$ cat config.mk
export PLATFORM = sky130hd
export DESIGN_NAME = display_select_n
export DESIGN_NICKNAME = d
export VERILOG_FILES = /design/src/rtl/display_select_n.sv
export SDC_FILE = /design/constraint.sdc
export NUM_CORES = 1
export LEC_CHECK = 0
export ABC_AREA = 1
export BUFFER_PORTS_ARGS = -buffer_cell sky130_fd_sc_hd__buf_2
export CAP_MARGIN = 20
export CORE_AREA = 4 4 106 134
export DETAILED_ROUTE_END_ITERATION = 16
export DIE_AREA = 0 0 110 138
export MAX_ROUTING_LAYER = met4
export PLACE_DENSITY = 0.8
export SLEW_MARGIN = 15
export SYNTH_ARGS = -nofsm -noshare
export SYNTH_HDL_FRONTEND = slang
export SYNTH_SLANG_ARGS = --single-unit
$ cat constraint.sdc
create_clock -name clk -period 2.1 [get_ports clk]
set_clock_uncertainty 0.1 [all_clocks]
set_input_delay 0.42 -clock clk [delete_from_list [all_inputs] [get_ports clk]]
set_output_delay 0.42 -clock clk [all_outputs]
set_load 0.01 [all_outputs]
$ cat src/rtl/display_select_n.sv
// display_select_n
//   Registered selector that routes one of NCH channel sources (an LED vector
//   plus NHEX active-low seven-segment bytes) to the board LED bar and HEX
//   digits. The channel is picked manually from `sel`, or rotated
//   automatically on a dwell timer and on a debounced push-button step. Every
//   channel change blanks the displays for BLANK_CYC cycles, so the board
//   never shows half-switched data.
//
// Ports
//   clk        system clock
//   rst        synchronous, active-high reset
//   ch_leds    NCH*LED_W source LEDs; channel c at [c*LED_W +: LED_W]
//   ch_hex     NCH*NHEX*8 source digits; channel c at [c*NHEX*8 +: NHEX*8]
//   sel        manual channel select; values >= NCH are ignored
//   auto_en    1 = auto-rotate, 0 = manual
//   key_n      raw asynchronous push-button, active-low
//   LEDR       registered selected LEDs (all 0 while blanking)
//   HEX        registered selected digits, HEX0 at [7:0] (all 1 while blanking)
//   cur_ch     current channel index
//   ch_change  one-cycle pulse in the first cycle cur_ch holds a new value
module display_select_n #(
  parameter int NCH          = 4,
  parameter int LED_W        = 10,
  parameter int NHEX         = 6,
  parameter int SEL_W        = $clog2(NCH),
  parameter int DWELL_CYC    = 50_000_000,
  parameter int DEBOUNCE_CYC = 500_000,
  parameter int BLANK_CYC    = 4
) (
  input  logic                  clk,
  input  logic                  rst,
  input  logic [NCH*LED_W-1:0]  ch_leds,
  input  logic [NCH*NHEX*8-1:0] ch_hex,
  input  logic [SEL_W-1:0]      sel,
  input  logic                  auto_en,
  input  logic                  key_n,
  output logic [LED_W-1:0]      LEDR,
  output logic [NHEX*8-1:0]     HEX,
  output logic [SEL_W-1:0]      cur_ch,
  output logic                  ch_change
);

  localparam int DW_W = $clog2(DWELL_CYC);
  localparam int DB_W = $clog2(DEBOUNCE_CYC + 1);
  localparam int BL_W = (BLANK_CYC > 0) ? $clog2(BLANK_CYC + 1) : 1;

  localparam logic [DW_W-1:0]  DWELL_LAST = DW_W'(DWELL_CYC - 1);
  localparam logic [DB_W-1:0]  DB_LAST    = DB_W'(DEBOUNCE_CYC - 1);
  localparam logic [BL_W-1:0]  BLANK_LOAD = BL_W'(BLANK_CYC);
  localparam logic [SEL_W-1:0] CH_LAST    = SEL_W'(NCH - 1);
  localparam logic [SEL_W:0]   NCH_V      = (SEL_W + 1)'(NCH);

  typedef enum logic {SHOW, BLANK} state_t;

  // ---------------------------------------------------------------------------
  // Source unpacking: one array entry per channel keeps the output mux simple.
  // ---------------------------------------------------------------------------
  logic [LED_W-1:0]  led_src [NCH];
  logic [NHEX*8-1:0] hex_src [NCH];

  genvar gi;
  generate
    for (gi = 0; gi < NCH; gi++) begin : g_src
      assign led_src[gi] = ch_leds[gi*LED_W +: LED_W];
      assign hex_src[gi] = ch_hex[gi*NHEX*8 +: NHEX*8];
    end
  endgenerate

  // ---------------------------------------------------------------------------
  // Key synchroniser and debouncer. The counter only runs while the synced
  // level disagrees with the accepted level, so any bounce back clears it.
  // ---------------------------------------------------------------------------
  logic            sync1_reg, sync2_reg, db_level_reg;
  logic [DB_W-1:0] db_cnt_reg;
  logic            db_flip, step;

  assign db_flip = (sync2_reg != db_level_reg) && (db_cnt_reg == DB_LAST);
  // Only the press (accepted 1->0) steps; the release flip is silent.
  assign step    = db_flip && db_level_reg;

  always_ff @(posedge clk) begin
    if (rst) begin
      sync1_reg    <= 1'b1;
      sync2_reg    <= 1'b1;
      db_level_reg <= 1'b1;
      db_cnt_reg   <= '0;
    end else begin
      sync1_reg <= key_n;
      sync2_reg <= sync1_reg;
      if (sync2_reg == db_level_reg) begin
        db_cnt_reg <= '0;
      end else if (db_flip) begin
        db_level_reg <= sync2_reg;
        db_cnt_reg   <= '0;
      end else begin
        db_cnt_reg <= db_cnt_reg + DB_W'(1);
      end
    end
  end

  // ---------------------------------------------------------------------------
  // Channel selection (manual or auto-rotate with dwell timer).
  // ---------------------------------------------------------------------------
  logic [SEL_W-1:0] cur_ch_reg, cur_ch_next;
  logic [DW_W-1:0]  dwell_reg, dwell_next;
  logic             ch_change_reg;
  logic             ch_upd;

  always_comb begin
    cur_ch_next = cur_ch_reg;
    dwell_next  = '0;
    if (auto_en) begin
      // Expiry and step in the same cycle still advance only once.
      if ((dwell_reg == DWELL_LAST) || step) begin
        cur_ch_next = (cur_ch_reg == CH_LAST) ? '0 : cur_ch_reg + SEL_W'(1);
      end else begin
        dwell_next = dwell_reg + DW_W'(1);
      end
    end else if (({1'b0, sel} < NCH_V) && (sel != cur_ch_reg)) begin
      cur_ch_next = sel;
    end
  end

  assign ch_upd = (cur_ch_next != cur_ch_reg);

  always_ff @(posedge clk) begin
    if (rst) begin
      cur_ch_reg    <= '0;
      dwell_reg     <= '0;
      ch_change_reg <= 1'b0;
    end else begin
      cur_ch_reg    <= cur_ch_next;
      dwell_reg     <= dwell_next;
      ch_change_reg <= ch_upd;
    end
  end

  // ---------------------------------------------------------------------------
  // Display FSM. The update is taken from the same-cycle next-state, so the
  // edge that loads the new cur_ch also enters BLANK; the old channel is shown
  // for that one edge, then BLANK_CYC blank cycles, then the new channel.
  // ---------------------------------------------------------------------------
  state_t            state_reg, state_next;
  logic [BL_W-1:0]   blank_reg, blank_next;
  logic [LED_W-1:0]  led_reg, led_next;
  logic [NHEX*8-1:0] hex_reg, hex_next;

  always_comb begin
    state_next = state_reg;
    blank_next = blank_reg;
    led_next   = led_src[cur_ch_reg];
    hex_next   = hex_src[cur_ch_reg];
    if (state_reg == BLANK) begin
      led_next   = '0;
      hex_next   = '1;
      blank_next = blank_reg - BL_W'(1);
      if (blank_reg == BL_W'(1)) begin
        state_next = SHOW;
      end
    end
    if (ch_upd) begin
      blank_next = BLANK_LOAD;
      if (BLANK_CYC > 0) begin
        state_next = BLANK;
      end
    end
  end

  always_ff @(posedge clk) begin
    if (rst) begin
      state_reg <= SHOW;
      blank_reg <= '0;
      led_reg   <= '0;
      hex_reg   <= '1;
    end else begin
      state_reg <= state_next;
      blank_reg <= blank_next;
      led_reg   <= led_next;
      hex_reg   <= hex_next;
    end
  end

  assign LEDR      = led_reg;
  assign HEX       = hex_reg;
  assign cur_ch    = cur_ch_reg;
  assign ch_change = ch_change_reg;

endmodule
# ---- Yosys cells after proc, flatten, opt, wreduce, memory -nomap -nowiden
# Cells that the tools add are included.
dict set report totals {
  register_bits 113
  word_cells 52
}
dict set report op_classes {
  n_bitwise 3
  n_mux 15
  n_reduce_logical 9
  magnitude_cmp 1
  n_addsub 4
  eq_ne 8
}
# operator count
set ops {}
lappend ops {{48-bit binary-select mux with 2-bit select} 1}
lappend ops {{48-bit 2-to-1 mux} 2}
lappend ops {{26-bit by 1-bit adder with 26-bit output (second input constant)} 1}
lappend ops {{26-bit == test (second input constant)} 1}
lappend ops {{10-bit binary-select mux with 2-bit select} 1}
lappend ops {{10-bit 2-to-1 mux} 2}
lappend ops {{19-bit by 1-bit adder with 19-bit output (second input constant)} 1}
lappend ops {{19-bit == test (second input constant)} 1}
lappend ops {{2-bit 2-to-1 mux} 4}
lappend ops {{3-bit 2-to-1 mux} 2}
lappend ops {{3-bit OR reduction} 2}
lappend ops {{2-bit inequality test} 2}
lappend ops {{2-bit OR reduction} 2}
lappend ops {{3-bit by 1-bit == test with 1-bit output (second input constant)} 1}
lappend ops {{3-bit >= comparator (second input constant)} 1}
lappend ops {{1-bit 2-to-1 mux} 3}
lappend ops {{2-bit inverter with 3-bit output} 1}
lappend ops {{3-bit by 1-bit subtractor with 3-bit output (second input constant)} 1}
lappend ops {{2-bit by 1-bit adder with 2-bit output (second input constant)} 1}
lappend ops {{2-bit == test (second input constant)} 1}
lappend ops {{1-bit logical AND} 2}
lappend ops {{1-bit inverter} 2}
lappend ops {{2-bit AND reduction} 1}
lappend ops {{2-bit nonzero test} 1}
lappend ops {{3 further kinds} 3}

# ---- Longest topological paths before layout
dict set report depth {
  depth_word 8
  ltp_mapped 14
}

# ---- Worst setup path before layout
# No wires, ideal clock.
dict set report synth_timing {
  path_type {register -> register}
  from {register db_cnt_reg[0]}
  to {register blank_reg[2]}
  t_arrival_ns 1.598
  required_ns 1.885
  stages_incl_launch_ff 15
  setup_slack_ns 0.287
  path_cell_list {dfxtp_1 ha_1 nand2_2 nor2_2 nand3_1 nor2_2 nand3_2 nand2_2 nand2_1 nand3_2 nand2_1 nand2_1 nand3_1 nand2_1 nand2_1}
}
dict set report synth_via {
  elab_chain_cells 8
  elab_cells_between_ends 9
}
# element line
set synth_rtl {}
lappend synth_rtl {{from (decl)} 74} ;# logic [DB_W-1:0] db_cnt_reg;
lappend synth_rtl {{from (signal assigned)} 96} ;# db_cnt_reg <= db_cnt_reg + DB_W'(1);
lappend synth_rtl {{19-bit == test (*)} 77} ;# assign db_flip = (sync2_reg != db_level_reg) && (db_cnt_reg == DB_LAST);
lappend synth_rtl {{1-bit logical AND (*)} 77}
lappend synth_rtl {{1-bit logical AND (*)} 79} ;# assign step = db_flip && db_level_reg;
lappend synth_rtl {{1-bit logical OR (*)} 114} ;# if ((dwell_reg == DWELL_LAST) || step) begin
lappend synth_rtl {{2-bit 2-to-1 mux (*)} 114}
lappend synth_rtl {{2-bit 2-to-1 mux (*)} 112} ;# if (auto_en) begin
lappend synth_rtl {{2-bit inequality test (*)} 124} ;# assign ch_upd = (cur_ch_next != cur_ch_reg);
lappend synth_rtl {{3-bit 2-to-1 mux or 2-bit nonzero test (tied branches)} --}
lappend synth_rtl {{to (signal assigned)} 177} ;# blank_reg <= blank_next;
lappend synth_rtl {{to (decl)} 144} ;# logic [BL_W-1:0] blank_reg, blank_next;
# Mark *: on every way between the ends. The rest lies on a longest branch, timed or not.
# A chain may end at the register's enable or synchronous reset.

# ---- Final worst setup path
dict set report layout_timing {
  from {register db_cnt_reg[0]}
  to {register ch_change_reg (netlist: ch_change)}
}
dict set report layout_via {
  elab_chain_cells 7
}
# element line
set layout_rtl {}
lappend layout_rtl {{19-bit == test} 77}
lappend layout_rtl {{1-bit logical AND} 77}
lappend layout_rtl {{1-bit logical AND} 79}
lappend layout_rtl {{1-bit logical OR} 114}
lappend layout_rtl {{2-bit 2-to-1 mux} 114}
lappend layout_rtl {{2-bit 2-to-1 mux} 112}
lappend layout_rtl {{2-bit inequality test} 124}
lappend layout_rtl {{to (signal assigned)} 134} ;# ch_change_reg <= ch_upd;
lappend layout_rtl {{to (decl)} 106} ;# logic ch_change_reg;
# Every way passes these cells.

==> flow_summary.json <==
{
  "status": "finished clean",
  "core-area_mm2": 0.0130,
  "seq_area_frac_synth_pct": 38.6,
  "finalCriticalPeriod_ns": 1.95,
  "r2r_start": "db_cnt_reg[0]",
  "min_from": "key_n",
  "synth_seq_cells": 113,
  "cts_hold_buf": 0,
  "ir_drop_mv": 0.532,
  "grtUsageMet2_pct": 40.1,
  "crit_arrival_ns": 2.16,
  "cts.htree.levels": 4,
  "fin_crit_sh_pct": 92.9,
  "io_pins": 299,
  "grt_first_pass_wirelength_um": 30500,
  "area_growth_pct": 40.3,
  "syn_nets": 1028,
  "cp-end-kind": "register",
  "synth_top_area_share_pct": 38.6,
  "dr_total_vias": 6493,
  "via_per_inst": 5.16,
  "antenna_found_initial": 1,
  "relSlewSlack_pct": 67.6,
  "wl_um": 20000,
  "use_met1_pct": 34.2,
  "synth.area.top_cells": "dfxtp_1 (39%), o211ai_1 (12%), nor2_1 (9.1%)",
  "ff2ff_setup_slack_ns": 0.15,
  "ys_types": 39,
  "setup_violations": 0,
  "grt_util_all_layers_pct": 26.7,
  "slew_viol_final": 0,
  "dominantRegCellSynth": "dfxtp_1",
  "startpoint_type": "register",
  "clock_path_buffers": 2,
  "nNetsFinal": 1316,
  "gp_congestion": 0.962,
  "p_leak_nw": 3.57,
  "die_h_um": 138,
  "largest_reg_flops": 48,
  "cp_max_fo": 4,
  "initial_utilization_pct": 45.1,
  "fp.dieW_um": 110,
  "netlist_area_mm2": 0.00586,
  "drive_gt1_share_pct": 41.0,
  "drt_iter0_drc": 312,
  "grt_util_met3_pct": 7.74,
  "p_per_area_mw_per_mm2": 728,
  "drc": 0,
  "antenna_left": 0,
  "cts.sinks": 113,
  "max_cap_violations": 0,
  "synth_most_common_cell": "nor2_1",
  "yosys.area.top_type": "dfxtp_1",
  "setup-tns-final_ns": 0,
  "fillCellCount": 1167,
  "numCtsBuffers": 17,
  "cts_tree": "built",
  "io_buffers": 298,
  "clkTransAtPathRegs_ns": 0.05,
  "wl_per_cell_um": 15.9,
  "synthCells": 785,
  "dieArea_mm2": 0.0152,
  "grt_pass1_vias": 6031,
  "rows": 47,
  "drt_pre_antenna_iters": 5,
  "hpwl_um": 15200,
  "worstMarginPinSlew_ns": 0.486,
  "busiest_layer": "met2",
  "yosysWarnings": 0,
  "fmax_mhz": 512,
  "syn-mean-instance-area_um2": 7.46,
  "finalHoldViolations": 0,
  "ctsRootBufferMaster": "clkbuf_16",
  "overflow": 0,
  "ys_top_cells_by_count": "nor2_1 (142), dfxtp_1 (113), o211ai_1 (96)",
  "whs_ns": 0.0983,
  "crit_type": "register to register",
  "insertion_delay_ns": 0.42,
  "critPathLaunch": "db_cnt_reg[0]",
  "async_flop_share_pct": 0,
  "hold_path.class": "primary input to register",
  "cp.required_ns": 2.31,
  "synth_edf_count": 0,
  "grt_max_degree": 68
}
[worst max-delay path, cell delays in order, from the launching register on]
cell and delay (ns):
dfxtp_2 0.35, ha_4 0.15, nand2_4 0.07, nor2_4 0.14, nand3_1 0.10, nor2_2 0.19
nand3_2 0.12, nand2_2 0.10, nand2_1 0.07, nand3_2 0.08, nand2_1 0.06, nand2_1 0.07
nand3_1 0.10, nand2_2 0.09, inv_1 0.05
[cells by family (layout without fill, tap and decap cells)]
logic type / after synthesis / after routing / synth area share (%)
other cells: 0 / 2 / 0
buf+inv: 101 / 402 / 6.64
xor+xnor: 17 / 17 / 2.54
simple gates: 342 / 342 / 29.0
compound gates: 207 / 207 / 22.2
fa+ha+maj: 5 / 5 / 1.07
flops: 113 / 113 / 38.6
[per-layer routing]
layer  vias to the layer above  wire, µm
met5                         -         0
li1                       3258         -
met4                         0       448
met2                       256      9730
met1                      2938      8070
met3                        41      1750
[cell type report]
type	instances	area, µm²	share of cell area [%]
multi-input combinational	571	3260	39.7
sequential	113	2270	27.7
timing repair buffer	314	1690	20.5
clock buffer	20	447	5.44
inverter	56	214	2.60
tap	171	214	2.60
clock inverter	12	116	1.42
antenna	2	5.00	0.0609
[per-stage QoR]
stage	cells	util (%)	setup slack (ns)	area [µm²]	total power, mW
after CTS	1256	62.7	0.0512	8150	6.01
after detailed placement	1224	58.4	0.0696	7580	3.26
after global routing	1258	63.2	-0.0241	8210	6.21
after global placement	1224	58.4	0.156	7580	3.26
final	1259	63.2	0.149	8220	5.98
after floorplan	785	-	0.287	5860	2.80
[cell usage in the layout, fill, tap and decap left out, types with 6 or more instances in the layout]
master	n
a21oi_1	27
buf_12	6
buf_2	298
buf_4	10
clkbuf_16	17
clkinv_2	9
dfxtp_1	107
inv_1	49
nand2_1	61
nand2_2	7
nand3_1	29
nand4_1	8
nor2_1	138
nor2_4	7
nor3_1	13
nor3b_1	7
o211ai_1	96
o21ai_0	78
or2_2	51
xor2_1	12
[where the power goes]
group / internal (mW) / total (mW) / switching [mW]
Clock: 1.75 / 2.75 / 0.997
Combinational: 0.435 / 0.921 / 0.486
Sequential: 2.26 / 2.31 / 0.0449
[path summary, 6_finish.rpt]
kind                            depth (start not counted)        end
worst max register to register                         14  ch_change
worst min register to register                          1  sync2_reg
worst max-delay path                                   14  ch_change
worst min-delay path                                    2  sync1_reg
[what timing repair did]
item / CTS / global route
setup endpoints to repair: 0 / 20
resized for setup: 0 / 17
hold endpoints to repair: 0 / 0
setup buffers: 0 / 1
No activity file was read; power rests on OpenSTA's default activity.
